`config.mk`:
```
export PLATFORM = sky130hd
export DESIGN_NAME = multicycle_ctrl
export DESIGN_NICKNAME = d
export VERILOG_FILES = /design/src/rtl/mips_pkg.sv /design/src/rtl/multicycle_ctrl.sv
export SDC_FILE = /design/constraint.sdc
export NUM_CORES = 1
export LEC_CHECK = 0
export ABC_AREA = 1
export ABC_CLOCK_PERIOD_IN_PS = 1250
export CORE_MARGIN = 2
export CORE_UTILIZATION = 42
export DETAILED_ROUTE_END_ITERATION = 8
export PLACE_DENSITY_LB_ADDON = 0.08
export SLEW_MARGIN = 20
export SYNTH_ARGS = -nofsm -noshare
export SYNTH_HDL_FRONTEND = slang
export SYNTH_SLANG_ARGS = --single-unit
```
`constraint.sdc`:
```
create_clock -name clk -period 1.25 [get_ports clk]
set_input_delay 0.25 -clock clk [delete_from_list [all_inputs] [get_ports clk]]
set_output_delay 0.25 -clock clk [all_outputs]
set_load 0.02 [all_outputs]
```
`src/rtl/mips_pkg.sv`:
```
// Shared types and constants for the multicycle MIPS control unit:
// FSM state encoding, opcode values and ALU operation selects.
package mips_pkg;

    typedef enum logic [3:0] {
        S_FETCH    = 4'd0,
        S_DECODE   = 4'd1,
        S_EXEC_R   = 4'd2,
        S_EXEC_I   = 4'd3,
        S_MEM_ADDR = 4'd4,
        S_MEM_RD   = 4'd5,
        S_MEM_WR   = 4'd6,
        S_WB_R     = 4'd7,
        S_WB_I     = 4'd8,
        S_WB_MEM   = 4'd9,
        S_BRANCH   = 4'd10,
        S_FAULT    = 4'd11
    } state_t;

    localparam logic [5:0] OP_RTYPE = 6'h00;
    localparam logic [5:0] OP_ADDI  = 6'h08;
    localparam logic [5:0] OP_LW    = 6'h23;
    localparam logic [5:0] OP_SW    = 6'h2B;
    localparam logic [5:0] OP_BEQ   = 6'h04;

    localparam logic [1:0] ALU_ADD   = 2'b00;
    localparam logic [1:0] ALU_SUB   = 2'b01;
    localparam logic [1:0] ALU_FUNCT = 2'b10;

    // States that hold a memory request open until mem_ready
    function automatic logic is_mem_wait(state_t s);
        return (s == S_FETCH) || (s == S_MEM_RD) || (s == S_MEM_WR);
    endfunction

endpackage

```
`src/rtl/multicycle_ctrl.sv`:
```
// Multicycle MIPS control FSM with memory-wait timeout and sticky fault.
// Outputs decode from state; FETCH/BRANCH also look at mem_ready/zero.
module multicycle_ctrl
    import mips_pkg::*;
#(
    parameter int WAIT_MAX = 15
) (
    input  logic       clk,
    input  logic       rst,
    input  logic [5:0] opcode,
    input  logic       zero,
    input  logic       mem_ready,
    output logic       mem_req,
    output logic       mem_we,
    output logic       iord,
    output logic       irwrite,
    output logic       pcwrite,
    output logic       pcsrc,
    output logic       regwrite,
    output logic       regdest,
    output logic       alusrc,
    output logic       memtoreg,
    output logic [1:0] aluop,
    output logic [3:0] state,
    output logic       fault
);

    localparam int CW = $clog2(WAIT_MAX + 1);

    state_t          r_state;
    logic [CW-1:0]   r_wait;
    logic [5:0]      r_opcode;
    state_t          w_next;
    logic            w_wait_st;
    logic            w_timeout;

    assign w_wait_st = is_mem_wait(r_state);
    assign w_timeout = w_wait_st && !mem_ready
                    && (r_wait == CW'(WAIT_MAX));

    always_comb begin
        w_next = r_state;
        unique case (r_state)
            S_FETCH:    if (mem_ready) w_next = S_DECODE;
            S_DECODE: begin
                unique case (opcode)
                    OP_RTYPE:     w_next = S_EXEC_R;
                    OP_ADDI:      w_next = S_EXEC_I;
                    OP_LW, OP_SW: w_next = S_MEM_ADDR;
                    OP_BEQ:       w_next = S_BRANCH;
                    default:      w_next = S_FAULT;
                endcase
            end
            S_EXEC_R:   w_next = S_WB_R;
            S_EXEC_I:   w_next = S_WB_I;
            S_MEM_ADDR: w_next = (r_opcode == OP_SW) ? S_MEM_WR : S_MEM_RD;
            S_MEM_RD:   if (mem_ready) w_next = S_WB_MEM;
            S_MEM_WR:   if (mem_ready) w_next = S_FETCH;
            S_WB_R, S_WB_I, S_WB_MEM, S_BRANCH:
                        w_next = S_FETCH;
            default:    w_next = S_FAULT;
        endcase
        // An acknowledge on the limit cycle wins, so only !mem_ready times out
        if (w_timeout) w_next = S_FAULT;
    end

    always_ff @(posedge clk or posedge rst) begin
        if (rst) begin
            r_state  <= S_FETCH;
            r_wait   <= '0;
            r_opcode <= '0;
        end else begin
            r_state <= w_next;
            if (r_state == S_DECODE) r_opcode <= opcode;
            if (w_wait_st && (w_next == r_state)) r_wait <= r_wait + 1'b1;
            else                                  r_wait <= '0;
        end
    end

    always_comb begin
        mem_req  = 1'b0;
        mem_we   = 1'b0;
        iord     = 1'b0;
        irwrite  = 1'b0;
        pcwrite  = 1'b0;
        pcsrc    = 1'b0;
        regwrite = 1'b0;
        regdest  = 1'b0;
        alusrc   = 1'b0;
        memtoreg = 1'b0;
        aluop    = ALU_ADD;
        fault    = 1'b0;
        unique case (r_state)
            S_FETCH: begin
                mem_req = 1'b1;
                irwrite = mem_ready;
                pcwrite = mem_ready;
            end
            S_EXEC_R: begin
                aluop   = ALU_FUNCT;
                regdest = 1'b1;
            end
            S_WB_R: begin
                regwrite = 1'b1;
                regdest  = 1'b1;
                aluop    = ALU_FUNCT;
            end
            S_EXEC_I, S_MEM_ADDR: alusrc = 1'b1;
            S_WB_I: begin
                regwrite = 1'b1;
                alusrc   = 1'b1;
            end
            S_MEM_RD: begin
                mem_req = 1'b1;
                iord    = 1'b1;
            end
            S_MEM_WR: begin
                mem_req = 1'b1;
                iord    = 1'b1;
                mem_we  = 1'b1;
            end
            S_WB_MEM: begin
                regwrite = 1'b1;
                memtoreg = 1'b1;
            end
            S_BRANCH: begin
                aluop   = ALU_SUB;
                pcsrc   = 1'b1;
                pcwrite = zero;
            end
            S_FAULT:  fault = 1'b1;
            default: ;
        endcase
    end

    assign state = r_state;

endmodule

```
==> results by group <==
Placement
  • Placed cells: 224
  • DP Wirelength: 2080 um
  • Post-DP Area: between 1500 and 2000 sq um
  • RD Place Congestion: 0.843
  • Pre-CTS WS: -0.576 ns
  • Number of port buffers: 26

Logic synthesis
  • Synth top area cells: dfrtp_1 (38%), nand2_1 (17%), nor2_1 (11%)
  • Seq/Total Area, Yosys: 37.9%
  • Synth Area in XOR/XNOR: 1.89%
  • Mux cell area share after synthesis: 0%
  • Cells after synthesis: 138
  • Yosys Warn Count: 0
  • Seq cells post-synth: 14
  • Post-synthesis compound-gate area fraction: under 10%
  • Largest family of logic cells by synthesized area: simple AND/OR/NAND/NOR gates
  • Post-Synth Adder-Cell Area: approximately 1.4%
  • Cell taking the most area after synthesis: dfrtp_1
  • Netlist Area Pre-Place: 925 sq um
  • Distinct cells, synth: 20
  • Net Count, Synth: 149
  • Post-synthesis simple-gate area fraction: between 40% and 50%
  • Share of the synthesized area in the top cell type: 37.9%
  • Mean post-synth cell area: roughly 6.7 sq um

Clocking
  • CTS clk-pin slew, worst paths: 0.10 ns
  • CTS sink count: 14
  • TritonCTS Buffers: 3
  • CTS tree: yes
  • CTS root buffer: clkbuf_4
  • Htree depth: 1
  • Clk Latency, worst-skew pair: 0.30 ns
  • Clock Path Buffers: 2

Routing
  • DR vias: 1,285
  • # DRC: 0
  • Vias/cell: 5.33
  • Final ANT Viol Nets: 0
  • DRT Pass-1 Iters: 5
  • Final wirelength: 4190 um
  • Initial DRC Count: 39
  • Wire per inst: 17.4 um

Cells and area
  • Commonest cells after routing, fill and taps aside: buf_4 (38), nand2_1 (27), buf_6 (23)
  • Area grow syn2layout: 100%
  • Layout Nets: roughly 230
  • Diode count: 0
  • Share of cells above drive strength 1: a little under 60%
  • Fillers: 75
  • Final Non-Filler Cells: ~240
  • Most common cell after layout, fill and taps aside: buf_4
  • Post-layout util: 91.6%
  • Final instance area: 1850 sq um

Floorplanning
  • Num ports: 27
  • Core Footprint: a little over 2000 sq um
  • Die footprint: 2590 sq um
  • Die height: 50.9 um
  • # rows: 16
  • Chip Width: 50.9 um
  • Starting Density: 45.7%

Timing
  • Slew Limit Fails: 0
  • Final critical-path setup slack: -0.581 ns
  • Rel. slew slack: 81.1%
  • Final hold violations: 0
  • Fin crit share: 146%
  • Setup-failing EPs final: 30
  • Fmax achieved: 546 MHz
  • Measured slew at the worst slew-check pin: 0.282 ns
  • RSZ-0062 raised after global routing: yes
  • Final Skew: 0.0188 ns
  • Setup TNS: -10.24 ns
  • Min Tclk post-route: roughly 1.8 ns

Global route
  • Initial antenna violation count: 0
  • Vias in the first global route: 1,062
  • First-pass GRT wire length: 4770 um
  • Total grt overflow: 0
  • Pin count of the biggest net entering global routing: 15
  • All-layer global routing usage: between 20% and 30%

Critical path
  • CP Capture Type: register
  • Worst-path cell chain: inv_2, buf_4, nand2_2, buf_6, nor2_4, nand2_2, nand3_2, nand2_2, nand2_2, nand2_1, nor2_2, nand2_4, nor2_1
  • Arrival @ worst endpoint: between 2 and 2.5 ns
  • Worst Path Max Fanout: 5
  • CP max stage cell: dfrtp_2
  • Crit Path Class: register to register
  • CP max stage delay: 0.48 ns
  • CP most frequent cell: nand2_2
  • Startpoint class of the critical path: register
  • Req. time, crit path: 1.46 ns

Outcome
  • Failing checks: negative setup slack
  • Status: finished, violations left

Power and ir drop
  • Peak VDD IR: 0.000521 V
  • Leak Pwr: about 0.93 nW
  • Power per Cell Area: 468 nW/um^2

Worst hold path
  • Hold Path Class: input pin to asynchronous set/reset pin

Flow run
  • MaxCap Viol Count: 0
==> final cells by class <==
| class | count | area (sq um) | area share, % |
|---|---|---|---|
| Sequential cell | 14 | 355 | 19.2 |
| Clock buffer | 4 | 36.3 | 1.96 |
| Multi-Input combinational cell | 105 | 701 | 37.8 |
| Tap cell | 27 | 33.8 | 1.82 |
| Timing Repair Buffer | 72 | 644 | 34.8 |
| Inverter | 19 | 81.3 | 4.39 |
==> routing by layer <==
layer | vias up | track usage [%] | wire length (um)
met4 | 0 | 5.41 | 186
met1 | 602 | 32.9 | 1630
met3 | 26 | 6.14 | 248
li1 | 587 | - | -
met5 | - | 0 | 0
met2 | 70 | 40.9 | 2120
==> worst paths after layout <==
path	start	end	slack [ns]	cells past startpoint
worst max-delay path	state[1]$_DFF_PP0_	r_wait[0]$_DFF_PP0_	-0.58	13
min in group clk	r_opcode[3]$_DFFE_PP0P_	r_opcode[3]$_DFFE_PP0P_	0.51	2
worst min register to register	r_opcode[3]$_DFFE_PP0P_	r_opcode[3]$_DFFE_PP0P_	0.51	2
worst max register to register	state[1]$_DFF_PP0_	r_wait[0]$_DFF_PP0_	-0.58	13
max in group asynchronous	rst	state[3]$_DFF_PP0_	0.73	3
worst min-delay path	rst	r_wait[2]$_DFF_PP0_	0.31	3
==> critical path: cells and delay by family (launching register included) <==
family / cells / cell delay (ns)
simple gates: 10 / 0.94
flops: 1 / 0.48
buf+inv: 3 / 0.35
==> cells in the mapped netlist <==
library cell and count:
nor2_4 1, inv_1 16, inv_2 2, dfrtp_1 14
nand4_1 1, nor2_2 3, nand2_2 7, nand2_1 41
xor2_1 1, o21ai_0 6, nand3_2 3, o221ai_1 1
ha_1 1, nor2_1 26, clkinv_1 1, a21oi_1 3
nand3_1 8, xnor2_1 1, a21oi_2 1, o2111ai_1 1
==> what timing repair did <==
action | CTS | global route
pin swaps | 10 | 15
setup buffers | 4 | 10
hold endpoints to repair | 0 | 0
resized for setup | 97 | 49
hold buffers | 0 | 0
endpoints found under the setup margin | 31 | 30
==> power by group <==
group          switching [mW]  internal, mW
Sequential                  0         0.452
Clock                   0.162         0.178
Combinational          0.0376        0.0375
Total                   0.200         0.668
==> stage by stage <==
stage / total power, mW / hold slack [ns]
2_1_floorplan: 0.482 / 0.139
3_5_place_dp: 0.529 / 0.467
5_1_grt: 0.900 / 0.321
6_report: 0.867 / 0.307
4_1_cts: 0.864 / 0.249
3_3_place_gp: 0.528 / 0.454
==> flip-flops by register name, indices dropped and copies added, names as in the netlist <==
name / cells
state: 4
r_opcode: 6
r_wait: 4
==> kinds of logic after synthesis <==
logic type / after synthesis
and+or+nand+nor: 90
buffers and inverters: 19
DFF: 14
AOI/OAI and AO/OA: 12
xor gates and xnor gates: 2
adders and majority gates: 1
(Power assumes the default switching activity.)
